### src/rtl/hazard_ctrl.sv
// hazard_ctrl: pipeline stall/bubble generation plus mult/div occupancy tracking
module hazard_ctrl (
  input  logic        clk,
  input  logic        rst_n,
  input  logic [4:0]  rsD,
  input  logic [4:0]  rtD,
  input  logic        useRsD,
  input  logic        useRtD,
  input  logic        branchD,
  input  logic        mdUseD,
  input  logic [4:0]  WriteRegE,
  input  logic [4:0]  WriteRegM,
  input  logic        regwriteE,
  input  logic        memreadE,
  input  logic        memreadM,
  input  logic        md_startE,
  input  logic        md_divE,
  output logic        stallF,
  output logic        stallD,
  output logic        clrE,
  output logic        md_busy,
  output logic        md_done,
  output logic        md_err,
  output logic [15:0] stall_cnt
);
  typedef enum logic {IDLE, BUSY} state_t;
  state_t     state, stateNext;
  logic [3:0] cnt, cntNext;
  logic       doneNext, matchE, matchM, lwStall, brStall, mdStall, stall;
  assign md_busy = (state == BUSY);
  // Hazard detection; register 0 never produces a dependency
  always_comb begin
    matchE  = regwriteE & (WriteRegE != 5'd0) &
              ((useRsD & (rsD == WriteRegE)) | (useRtD & (rtD == WriteRegE)));
    matchM  = memreadM & (WriteRegM != 5'd0) &
              ((useRsD & (rsD == WriteRegM)) | (useRtD & (rtD == WriteRegM)));
    lwStall = memreadE & matchE;
    brStall = branchD & (matchE | matchM);
    mdStall = mdUseD & (md_busy | md_startE);
    stall   = lwStall | brStall | mdStall;
    stallF  = stall;
    stallD  = stall;
    clrE    = stall;
  end
  // Mult/div occupancy FSM next state; a start while busy is dropped
  always_comb begin
    stateNext = state;
    cntNext   = cnt;
    doneNext  = 1'b0;
    if (state == IDLE) begin
      if (md_startE) begin
        stateNext = BUSY;
        cntNext   = md_divE ? 4'd10 : 4'd5;
      end
    end else if (cnt > 4'd1) begin
      cntNext = cnt - 4'd1;
    end else begin
      stateNext = IDLE;
      cntNext   = 4'd0;
      doneNext  = 1'b1;
    end
  end
  // State, sticky error and saturating stall counter
  always_ff @(posedge clk or negedge rst_n) begin
    if (!rst_n) begin
      state     <= IDLE;
      cnt       <= 4'd0;
      md_done   <= 1'b0;
      md_err    <= 1'b0;
      stall_cnt <= 16'd0;
    end else begin
      state   <= stateNext;
      cnt     <= cntNext;
      md_done <= doneNext;
      if (md_busy && md_startE) md_err <= 1'b1;
      if (stall && stall_cnt != 16'hFFFF) stall_cnt <= stall_cnt + 16'd1;
    end
  end
endmodule

### config.mk
export PLATFORM = sky130hd
export DESIGN_NAME = hazard_ctrl
export DESIGN_NICKNAME = d
export VERILOG_FILES = /design/src/rtl/hazard_ctrl.sv
export SDC_FILE = /design/constraint.sdc
export NUM_CORES = 1
export LEC_CHECK = 0
export BUFFER_PORTS_ARGS = -buffer_cell sky130_fd_sc_hd__buf_2
export CAP_MARGIN = 20
export CORE_AREA = 3 3 57 59
export DETAILED_ROUTE_END_ITERATION = 16
export DIE_AREA = 0 0 60 62
export PLACE_DENSITY = 0.85
export SETUP_SLACK_MARGIN = 0.02
export SYNTH_ARGS = -nofsm -noshare
export SYNTH_HDL_FRONTEND = slang
export SYNTH_SLANG_ARGS = --single-unit
### constraint.sdc
create_clock -name clk -period 3.6 [get_ports clk]
set_clock_uncertainty 0.15 [all_clocks]
set_input_delay 0.18 -clock clk [delete_from_list [all_inputs] [get_ports clk]]
set_output_delay 0.18 -clock clk [all_outputs]
set_load 0.02 [all_outputs]
[Word level (Yosys, flattened, before mapping)]
Index checks and enable logic that the tools add are counted.
Storage, ports and cells
  flip-flop bits (word level): 23
  bits of input ports: 31
  output and inout bits: 22
Cells by class
  $add $sub $neg: 2
  $lt $le $gt $ge: 1
  equality and inequality tests: 5
  multiplexer cells: 9
  bitwise gates (word level): 17
  reductions and logical operators: 5
Operators with widths (count)
  $eq A5 B5 Y1: 4
  $add A16 B1 Y16 const B: 1
  $mux W4: 4
  $ne A16 B16 Y1 const B: 1
  $and A1 B1 Y1: 11
  $reduce_bool A5 Y1: 2
  $or A1 B1 Y1: 6
  $mux W1: 5
  $gt A4 B1 Y1 const B: 1
  $sub A4 B1 Y4 const B: 1
  $logic_and A1 B1 Y1: 2
  $reduce_bool A2 Y1: 1

[Logic depth before layout (Yosys ltp)]
Gate-level depths: netlist (run 1).
  word-level depth: 9
  mapped depth: 7

[Worst setup path after synthesis (run 1)]
OpenSTA, ideal clock, no wires.
  kind: reg2out
  start point: reg state (netlist: md_busy)
  end point: out stallD
  arrival time: 2.112 ns
  data required time: 3.270 ns
  slack: 1.158 ns
  stages on the path, launching flop included: 8
  cell sequence: dfrtp_1 -> clkbuf_1 -> nor2_1 -> inv_1 -> a222oi_1 -> buf_6 -> inv_1 -> buf_4
Between the ends
  cells in the longest elaborated chain, start to end: 3
Ends and longest elaborated chain
  start: declaration: line 27  | state_t state, stateNext;
  start signal: assignment: line 72  | state <= stateNext;
  $or A1 B1 Y1: line 39  | mdStall = mdUseD & (md_busy | md_startE);
  $and A1 B1 Y1: line 39
  $or A1 B1 Y1: line 40  | stall = lwStall | brStall | mdStall;
  end: declaration: line 19  | output logic stallD,
No other way between the ends.

[Worst setup path after layout (run 1)]
  start point: reg state (netlist: md_busy)
  end point: out clrE
Between the ends
  cells in the longest elaborated chain, start to end: 3
Ends and longest elaborated chain
  $or A1 B1 Y1: line 39
  $and A1 B1 Y1: line 39
  $or A1 B1 Y1: line 40
  end: declaration: line 20  | output logic clrE,
No other way between the ends.

==> summary.md, run 1 <==
| Metric | Value |
|---|---|
| End of the worst register-to-register path | stall_cnt[1] |
| Shortest clock period the worst path allows after layout | 2.37 ns |
| Clock latency of the later-clocked register in the worst-skew pair | 0.32 ns |
| Leading cell type in the layout, fill and taps excluded | buf_2 |
| Row count | 19 |
| Die height | 62 µm |
| CTS tree | yes |
| Total routing usage reported by global routing | 17.7% |
| Total length of routed met3 wires | 138 µm |
| Input/output buffers | 52 |
| Number of pins with negative max-slew slack in the final report | 0 |
| Uppermost signal routing layer after detailed routing | met4 |
| Pre-CTS setup slack | 1.29 ns |
| Required arrival time at the worst endpoint | 3.27 ns |
| Gpl congestion | between 0.8 and 0.9 |
| Status | complete, no violations |
| Area after DPL | 1690 µm² |
| Via count of the first global-routing pass | 1184 |
| Total via count after detailed routing | approximately 1300 |
| Source of the worst register-to-register timing path | stall_cnt[0] |
| Final-layout setup total negative slack | 0 ns |
| Per-cell routed wire length | roughly 14 µm |
| Worst VDD drop | 0.461 mV |
| FF-to-FF path depth | 6 |
| Number of nets in the synthesized netlist | 180 |
| Effective utilization at floorplan | 51.2% |
| Count of cell types in the netlist | 33 |
| Finished Layout Cells | 233 |
| Wire length on met1 | 1.39 mm |
| Worst Setup Path Type | reg2out |
| Final setup fails | 0 |
| Half-perimeter wire length after detailed placement | around 2.5 mm |
| Proportion of layout cells with a drive suffix above 1 | 29.7% |
| Detailed route wirelength on metal2 | 1.64 mm |
| Core region area | ~2800 µm² |
| Clock buffer count from CTS | 3 |
| Signal arrival time at the worst endpoint | around 2.0 ns |
| Register area share after synthesis | just over 40% |
| Antenna violations before repair | 0 |
| DR vias/cell | approximately 5.4 |
| Setup slack of the most critical reg-to-reg path | 1.26 ns |
| Root buf cell | clkbuf_4 |
| Number of enable-type register cells in the synthesized netlist | 0 |
| Global-route wire length before repair | 5.12 mm |
| Clock slew seen by the registers of the worst setup and hold paths | approximately 0.13 ns |
| Post-synthesis instance area | 1410 µm² |
| Power Density | around 550 nW/µm² |
| Actual slew at the worst max-slew pin | 0.672 ns |
| Number of cells in the design after placement | 226 |
| Crit end category | output pin |
| Synthesis Warnings | 0 |
| Number of sinks handled by clock tree synthesis | 23 |
| Number of top-level pins | 53 |
| Period Utilization, post-route | about two thirds |
| Minimum setup slack in the final design | 1.23 ns |
| Die area | 3720 µm² |
| Antenna cell count | 0 |
| Die width | approximately 60 µm |
| Number of levels in the clock H-tree | 1 |
| Hold Crit Class | in2async |
| Mapped Cells | 146 |
| Layout-stage area growth over the synthesis result | 23.6% |
| Maximum number of pins on one net before global-route repair | 24 |
| Net count reported at finish | 237 |
| Initial DRC Count | between 40 and 50 |
| Number of instances resized during post-cts repair | 0 |
| Final standard cell area without fillers | 1750 µm² |
| Commonest cells after routing, fill and taps aside | 52 x buf_2, 23 x dfrtp_1, 21 x xnor2_1 |
| Most used flip-flop cell after synthesis | dfrtp_1 |
| Setup repair after global routing missed its margin | no |
| Number of antenna-violating nets in the routed design | 0 |
| Worst hold-check slack | 0.198 ns |
| Leakage power figure | 0.818 nW |
| Fraction of synthesis flops using an asynchronous set or reset pin | 100% |
| Max Root-Sink Buffers | 2 |
| Sort of element at the start of the critical path | register |
| Final hold violation count | 0 |
| DRC violation count after routing | 0 |
| Total power consumption of the routed design | between 0.9 and 1 mW |
| Slew Limit Headroom | 54.9% |
| Maximum fanout along the worst path | 16 |
| Remaining global-route overflow | 0 |
| Max capacitance violation total | 0 |
| Total wire length | 3.18 mm |
| Iteration count of the initial detailed-routing pass | 5 |
| Post-synthesis area per instance | 9.68 µm² |
| Synthesis-stage register bit count | 23 |
| Post-route core utilization | 63.3% |
| Highest Clock Rate | 422 MHz |
==> state kept, by name, summed over array words and instances, names as in the netlist <==
register,cells
stall_cnt,16
cnt,4
md_busy,1
md_done,1
md_err,1
==> Yosys cell counts, types with 2 or more instances <==
| cell | number | area share (%) |
|---|---|---|
| dfrtp_1 | 23 | 41 |
| xnor2_1 | 21 | 13 |
| xor2_1 | 13 | 8.1 |
| nand2_1 | 12 | 3.2 |
| nor3_1 | 9 | 3.2 |
| inv_1 | 8 | 2.1 |
| nand4_1 | 6 | 2.7 |
| nor2_1 | 6 | 1.6 |
| nor4_1 | 5 | 2.2 |
| o21ai_0 | 4 | 1.4 |
| o22ai_1 | 4 | 1.8 |
| ha_1 | 3 | 2.7 |
| mux2i_1 | 3 | 2.1 |
| nand3_1 | 3 | 1.1 |
| a21oi_1 | 2 | 0.71 |
| buf_4 | 2 | 1.1 |
| nor2b_1 | 2 | 0.89 |
| nor3b_1 | 2 | 1.1 |
| nor4b_1 | 2 | 1.2 |
| o21bai_1 | 2 | 1.1 |
| or3_1 | 2 | 0.89 |
==> layer usage <==
metal  GRT usage (%)  vias to the layer above
met5               0                        -
met1            22.2                      598
met4            3.48                        0
met3            3.72                        4
met2            31.8                       35
li1                -                      624
==> timing repair <==
item | 4_1_cts | 5_1_grt
hold buffers | 3 | 0
setup buffers | 0 | 0
endpoints found under the hold margin | 26 | 0
==> layout make-up <==
type	count	area, µm²
repair buffers	56	298
multi-input cells	111	777
clock buffers	3	22.5
clock inverters	1	5.00
fillers	242	1010
flip-flops and latches	23	576
inverters	8	30.0
well taps	31	38.8
==> worst max-delay path, cell delays in order (launching register included) <==
cell and delay, ns:
dfrtp_1 0.50, nor2_1 0.24, inv_1 0.10, a222oi_1 0.36, buf_4 0.27, inv_1 0.08
buf_2 0.17
==> worst max-delay path by stage <==
stage | endpoint | from | slack (ns) | cells past startpoint
2_1_floorplan | stallD | md_busy | 1.16 | 7
3_3_place_gp | stall_cnt[1] | stall_cnt[0] | 1.35 | 6
3_5_place_dp | stall_cnt[1] | stall_cnt[0] | 1.29 | 6
4_1_cts | clrE | md_busy | 1.22 | 6
5_1_grt | clrE | md_busy | 0.99 | 6
6_report | clrE | md_busy | 1.23 | 6
==> where the power goes <==
part           internal [mW]  switching, mW
clock network         0.0416         0.0802
logic                  0.180          0.229
registers              0.336         0.0960
total                  0.557          0.405
==> cell families after synthesis <==
logic type	synth area share (%)
simple gates	19.5
xor+xnor	21.1
flops	40.7
compound gates	8.59
buf+inv	4.25
mux	3.19
fa+ha+maj	2.66
(Power assumes the default switching activity.)
==> run 2: changes to the inputs <==
--- a/config.mk
+++ b/config.mk
@@ -5,12 +5,13 @@
 export SDC_FILE = /design/constraint.sdc
 export NUM_CORES = 1
 export LEC_CHECK = 0
+export ABC_AREA = 1
 export BUFFER_PORTS_ARGS = -buffer_cell sky130_fd_sc_hd__buf_2
 export CAP_MARGIN = 20
-export CORE_AREA = 3 3 57 59
+export CORE_AREA = 3 3 66 68
 export DETAILED_ROUTE_END_ITERATION = 16
-export DIE_AREA = 0 0 60 62
-export PLACE_DENSITY = 0.85
+export DIE_AREA = 0 0 69 71
+export PLACE_DENSITY = 0.78
 export SETUP_SLACK_MARGIN = 0.02
 export SYNTH_ARGS = -nofsm -noshare
 export SYNTH_HDL_FRONTEND = slang
==> constraint.sdc (replaced) <==
create_clock -name clk -period 2 [get_ports clk]
set_clock_uncertainty 0.15 [all_clocks]
set_input_delay 0.1 -clock clk [delete_from_list [all_inputs] [get_ports clk]]
set_output_delay 0.1 -clock clk [all_outputs]
set_load 0.02 [all_outputs]
==> run 2 against run 1 <==
  * Via count up 43%
  * Setup slack got worse by 1.1 ns
  * Total power is 84% higher
  * Critical path type is now reg2reg
  * Non-clock buffer count is 6 higher
  * Count of clock-buffer cells in the layout grew 1
==> summary.md, run 2 <==
| Metric | Value |
|---|---|
| Biggest area contributors in the synthesized netlist | dfrtp_1 33%, nand2_1 22%, nand3_1 8.1%, inv_1 6.9%, nor2_1 6.1% (was dfrtp_1 41%, xnor2_1 13%, xor2_1 8.1%, nor3_1 3.2%, nand2_1 3.2%) |
| Net Sw Frac | 40.4% (was 42.1%) |
| Global Route met3 Usage | 2.98% (was 3.72%) |
| Part of the total power dissipated in the clock network | 16.5% (was 12.7%) |
| Final standard cell area without fillers | 2170 µm² (was 1750 µm²) |
| Global-route wire length before repair | 6.28 mm (was 5.12 mm) |
| Via count of the first global-routing pass | 1517 (was 1184) |
| Register area share after synthesis | 33.3% (was 40.7%) |
| Area after DPL | 2050 µm² (was 1690 µm²) |
| Number of enable-type register cells in the synthesized netlist | 0 (unchanged) |
| Share of the synthesized area in the top cell type | 33.3% (was 40.7%) |
| Post-synthesis instance area | 1730 µm² (was 1410 µm²) |
| Library cell with the highest instance count after synthesis | nand2_1 (was dfrtp_1) |
| Post-route core utilization | 55.3% (was 63.3%) |
| Most utilized layer in the global route result | met2 (unchanged) |
| Endpoint with the worst hold slack | cnt[0] |
| Total routing usage reported by global routing | 15.1% (was 17.7%) |
| Net count reported at finish | 360 (was 237) |
| Clock latency of the later-clocked register in the worst-skew pair | 0.26 ns (was 0.32 ns) |
| Leakage power figure | 1.32 nW (was 0.818 nW) |
| Maximum number of pins on one net before global-route repair | 24 (unchanged) |
| Die width | 69 µm (was 60 µm) |
| Total via count after detailed routing | 1799 (was 1261) |
| End of the worst register-to-register path | stall_cnt[14] (was stall_cnt[1]) |
| Critical hold path startpoint | md_divE |
| Antenna cell count | 0 (unchanged) |
| DRC violation count after routing | 0 (unchanged) |
| Remaining global-route overflow | 0 (unchanged) |
| Finished Layout Cells | 375 (was 233) |
| Number of stages on the worst hold path | 3 |
| Number of pins with negative max-slew slack in the final report | 0 (unchanged) |
| Number of nets in the synthesized netlist | 298 (was 180) |
| Core region area | 3910 µm² (was 2760 µm²) |
| Number of top-level pins | 53 (unchanged) |
| Root buf cell | clkbuf_8 (was clkbuf_4) |
| Net switching power | 0.716 mW (was 0.405 mW) |
| Met1 track demand over resource | 19.3% (was 22.2%) |
| Post-synthesis area per instance | 6.55 µm² (was 9.68 µm²) |
| Input/output buffers | 52 (unchanged) |
| Setup repair after global routing missed its margin | no (unchanged) |
| Hold Crit Class | in2reg (was in2async) |
| Area taken by flip-flops and latches | 576 µm² (unchanged) |
| DR vias/cell | 4.80 (was 5.41) |
| Share of total power in sequential cells | 38.6% (was 44.9%) |
| CTS tree | yes (unchanged) |
| Sort of element at the start of the critical path | register (unchanged) |
| Initial DRC Count | 105 (was 48) |
| Period Utilization, post-route | between 90% and 100% |
| Gpl congestion | 0.878 (was 0.859) |
| Post-synth top cells | 101 x nand2_1, 32 x inv_1, 28 x nand3_1, 28 x nor2_1, 23 x dfrtp_1 (was 23 x dfrtp_1, 21 x xnor2_1, 13 x xor2_1) |
| Max Root-Sink Buffers | 2 (unchanged) |
| Number of levels in the clock H-tree | 1 (unchanged) |
| Required arrival time at the worst endpoint | 2.06 ns (was 3.27 ns) |
| Leading cell type in the layout, fill and taps excluded | nand2_1 (was buf_2) |
| Status | complete, no violations (unchanged) |
| Area of combinational cells with multiple inputs | 1010 µm² (was 777 µm²) |
| Synthesis-stage register bit count | 23 (unchanged) |
| Slew Limit Headroom | 65.3% (was 54.9%) |
| Number of cells in the design after placement | 366 (was 226) |
| Final hold violation count | 0 (unchanged) |
| Highest Clock Rate | 540 MHz |
| Power Density | 817 nW/µm² (was 551 nW/µm²) |
| Synthesis Warnings | 0 (unchanged) |
| Mapped Cells | 264 (was 146) |
| Fraction of synthesis flops using an asynchronous set or reset pin | 100% (unchanged) |
| Maximum fanout along the worst path | 4 (was 16) |
| Commonest cells after routing, fill and taps aside | 101 x nand2_1, 52 x buf_2, 32 x inv_1 (was 52 x buf_2, 23 x dfrtp_1, 21 x xnor2_1) |
| Internal cell power | 1.05 mW (was 0.557 mW) |
| Final setup fails | 0 (unchanged) |
| Clock buffer count from CTS | 3 (unchanged) |
| Final-layout setup total negative slack | 0 ns (unchanged) |
| Worst Setup Path Type | reg2reg (was reg2out) |
| Most used flip-flop cell after synthesis | dfrtp_1 (unchanged) |
| Die area | 4900 µm² (was 3720 µm²) |
| Count of cell types in the netlist | 27 (was 33) |
| Registers with the highest flip-flop counts | stall_cnt (16), cnt (4) (unchanged) |
| Power share of the combinational group | 44.8% (was 42.5%) |
| Layout-stage area growth over the synthesis result | 25.2% (was 23.6%) |
| Clock slew seen by the registers of the worst setup and hold paths | 0.08 ns (was 0.13 ns) |
| Number of flip-flops in the largest register | 16 (unchanged) |
| Effective utilization at floorplan | 44.2% (was 51.2%) |
| Worst hold-check slack | 0.0302 ns (was 0.198 ns) |
| Half-perimeter wire length after detailed placement | 2.99 mm (was 2.54 mm) |
| Row count | 23 (was 19) |
| Number of sinks handled by clock tree synthesis | 23 (unchanged) |
| Total wire length | 3.84 mm (was 3.18 mm) |
| Source of the worst register-to-register timing path | stall_cnt[1] (was stall_cnt[0]) |
| Setup slack of the most critical reg-to-reg path | 0.15 ns (was 1.26 ns) |
| Proportion of layout cells with a drive suffix above 1 | 23.1% (was 29.7%) |
| Antenna violations before repair | 0 (unchanged) |
| Most flop-heavy register | stall_cnt (unchanged) |
| FF-to-FF path depth | 10 (was 6) |
| Max capacitance violation total | 0 (unchanged) |
| Fillers | 380 (was 242) |
| Signal arrival time at the worst endpoint | 1.91 ns (was 2.04 ns) |
| Worst VDD drop | 0.514 mV (was 0.461 mV) |
| Per-cell routed wire length | 10.2 µm (was 13.7 µm) |
| Crit end category | register (was output pin) |
| Shortest clock period the worst path allows after layout | 1.85 ns |
| Die height | 71 µm (was 62 µm) |
| Actual slew at the worst max-slew pin | 0.521 ns (was 0.672 ns) |
| Routing usage on met2 | 26.5% (was 31.8%) |
| Leading area contributor after synthesis | dfrtp_1 (unchanged) |
| Iteration count of the initial detailed-routing pass | 4 (was 5) |
| Number of antenna-violating nets in the routed design | 0 (unchanged) |
## run 2: per-layer routing
layer | vias up | wire (µm)
li1 | 938 | -
met1 | 805 | 1760
met2 | 52 | 1870
met3 | 4 | 187
met4 | 0 | 21
met5 | - | 0
## run 2: metrics by stage
step,total power [mW],setup slack [ns]
after CTS,1.77,0.0441
after global placement,1.45,0.158
after floorplan,1.21,0.104
after global routing,1.90,0.00230
final,1.77,0.146
after detailed placement,1.47,0.0603
## run 2: what timing repair did
action / CTS / global route
endpoints found under the hold margin: 24 / 0
hold buffers: 2 / 0
endpoints found under the setup margin: 0 / 19
gates resized for setup: 0 / 2
setup buffers: 0 / 3
## run 2: power groups by stage
stage / Combinational, mW / Clock, mW / Sequential (mW)
after CTS: 0.786 / 0.299 / 0.684
after detailed placement: 0.780 / 0 / 0.693
after global placement: 0.764 / 0 / 0.687
after floorplan: 0.440 / 0 / 0.775
final: 0.793 / 0.293 / 0.683
after global routing: 0.884 / 0.317 / 0.702
## run 2: cell families after synthesis
logic type      after synthesis  share of synthesized area [%]
fa+ha+maj                     3                           2.17
xor+xnor                     15                           7.59
flops                        23                           33.3
compound gates               10                           3.47
simple gates                175                           44.1
buf+inv                      38                           9.40
## run 2: layout make-up
class / instances / area share (%)
repair buffers: 62 / 16.3
inverters: 33 / 5.72
multi-input cells: 203 / 46.4
flip-flops and latches: 23 / 26.6
well taps: 50 / 2.89
clock buffers: 4 / 2.08
## run 2: worst max-delay path by stage
stage | startpoint | end | slack [ns] | cells after the start
after CTS | stall_cnt[1] | stall_cnt[15] | 0.04 | 10
final | stall_cnt[1] | stall_cnt[14] | 0.15 | 10
after global placement | stall_cnt[1] | stall_cnt[1] | 0.16 | 9
after detailed placement | stall_cnt[1] | stall_cnt[15] | 0.06 | 10
after floorplan | stall_cnt[0] | stall_cnt[5] | 0.10 | 9
after global routing | stall_cnt[1] | stall_cnt[14] | 0.002 | 10
## run 2: worst max-delay path: stages (launching register included)
cell	delay [ns]
dfrtp_1	0.41
ha_1	0.22
nand3_2	0.14
inv_2	0.08
nand3_1	0.10
inv_1	0.08
nand3b_1	0.12
nor2_1	0.16
xor2_1	0.17
nand3_1	0.09
nand2_1	0.07
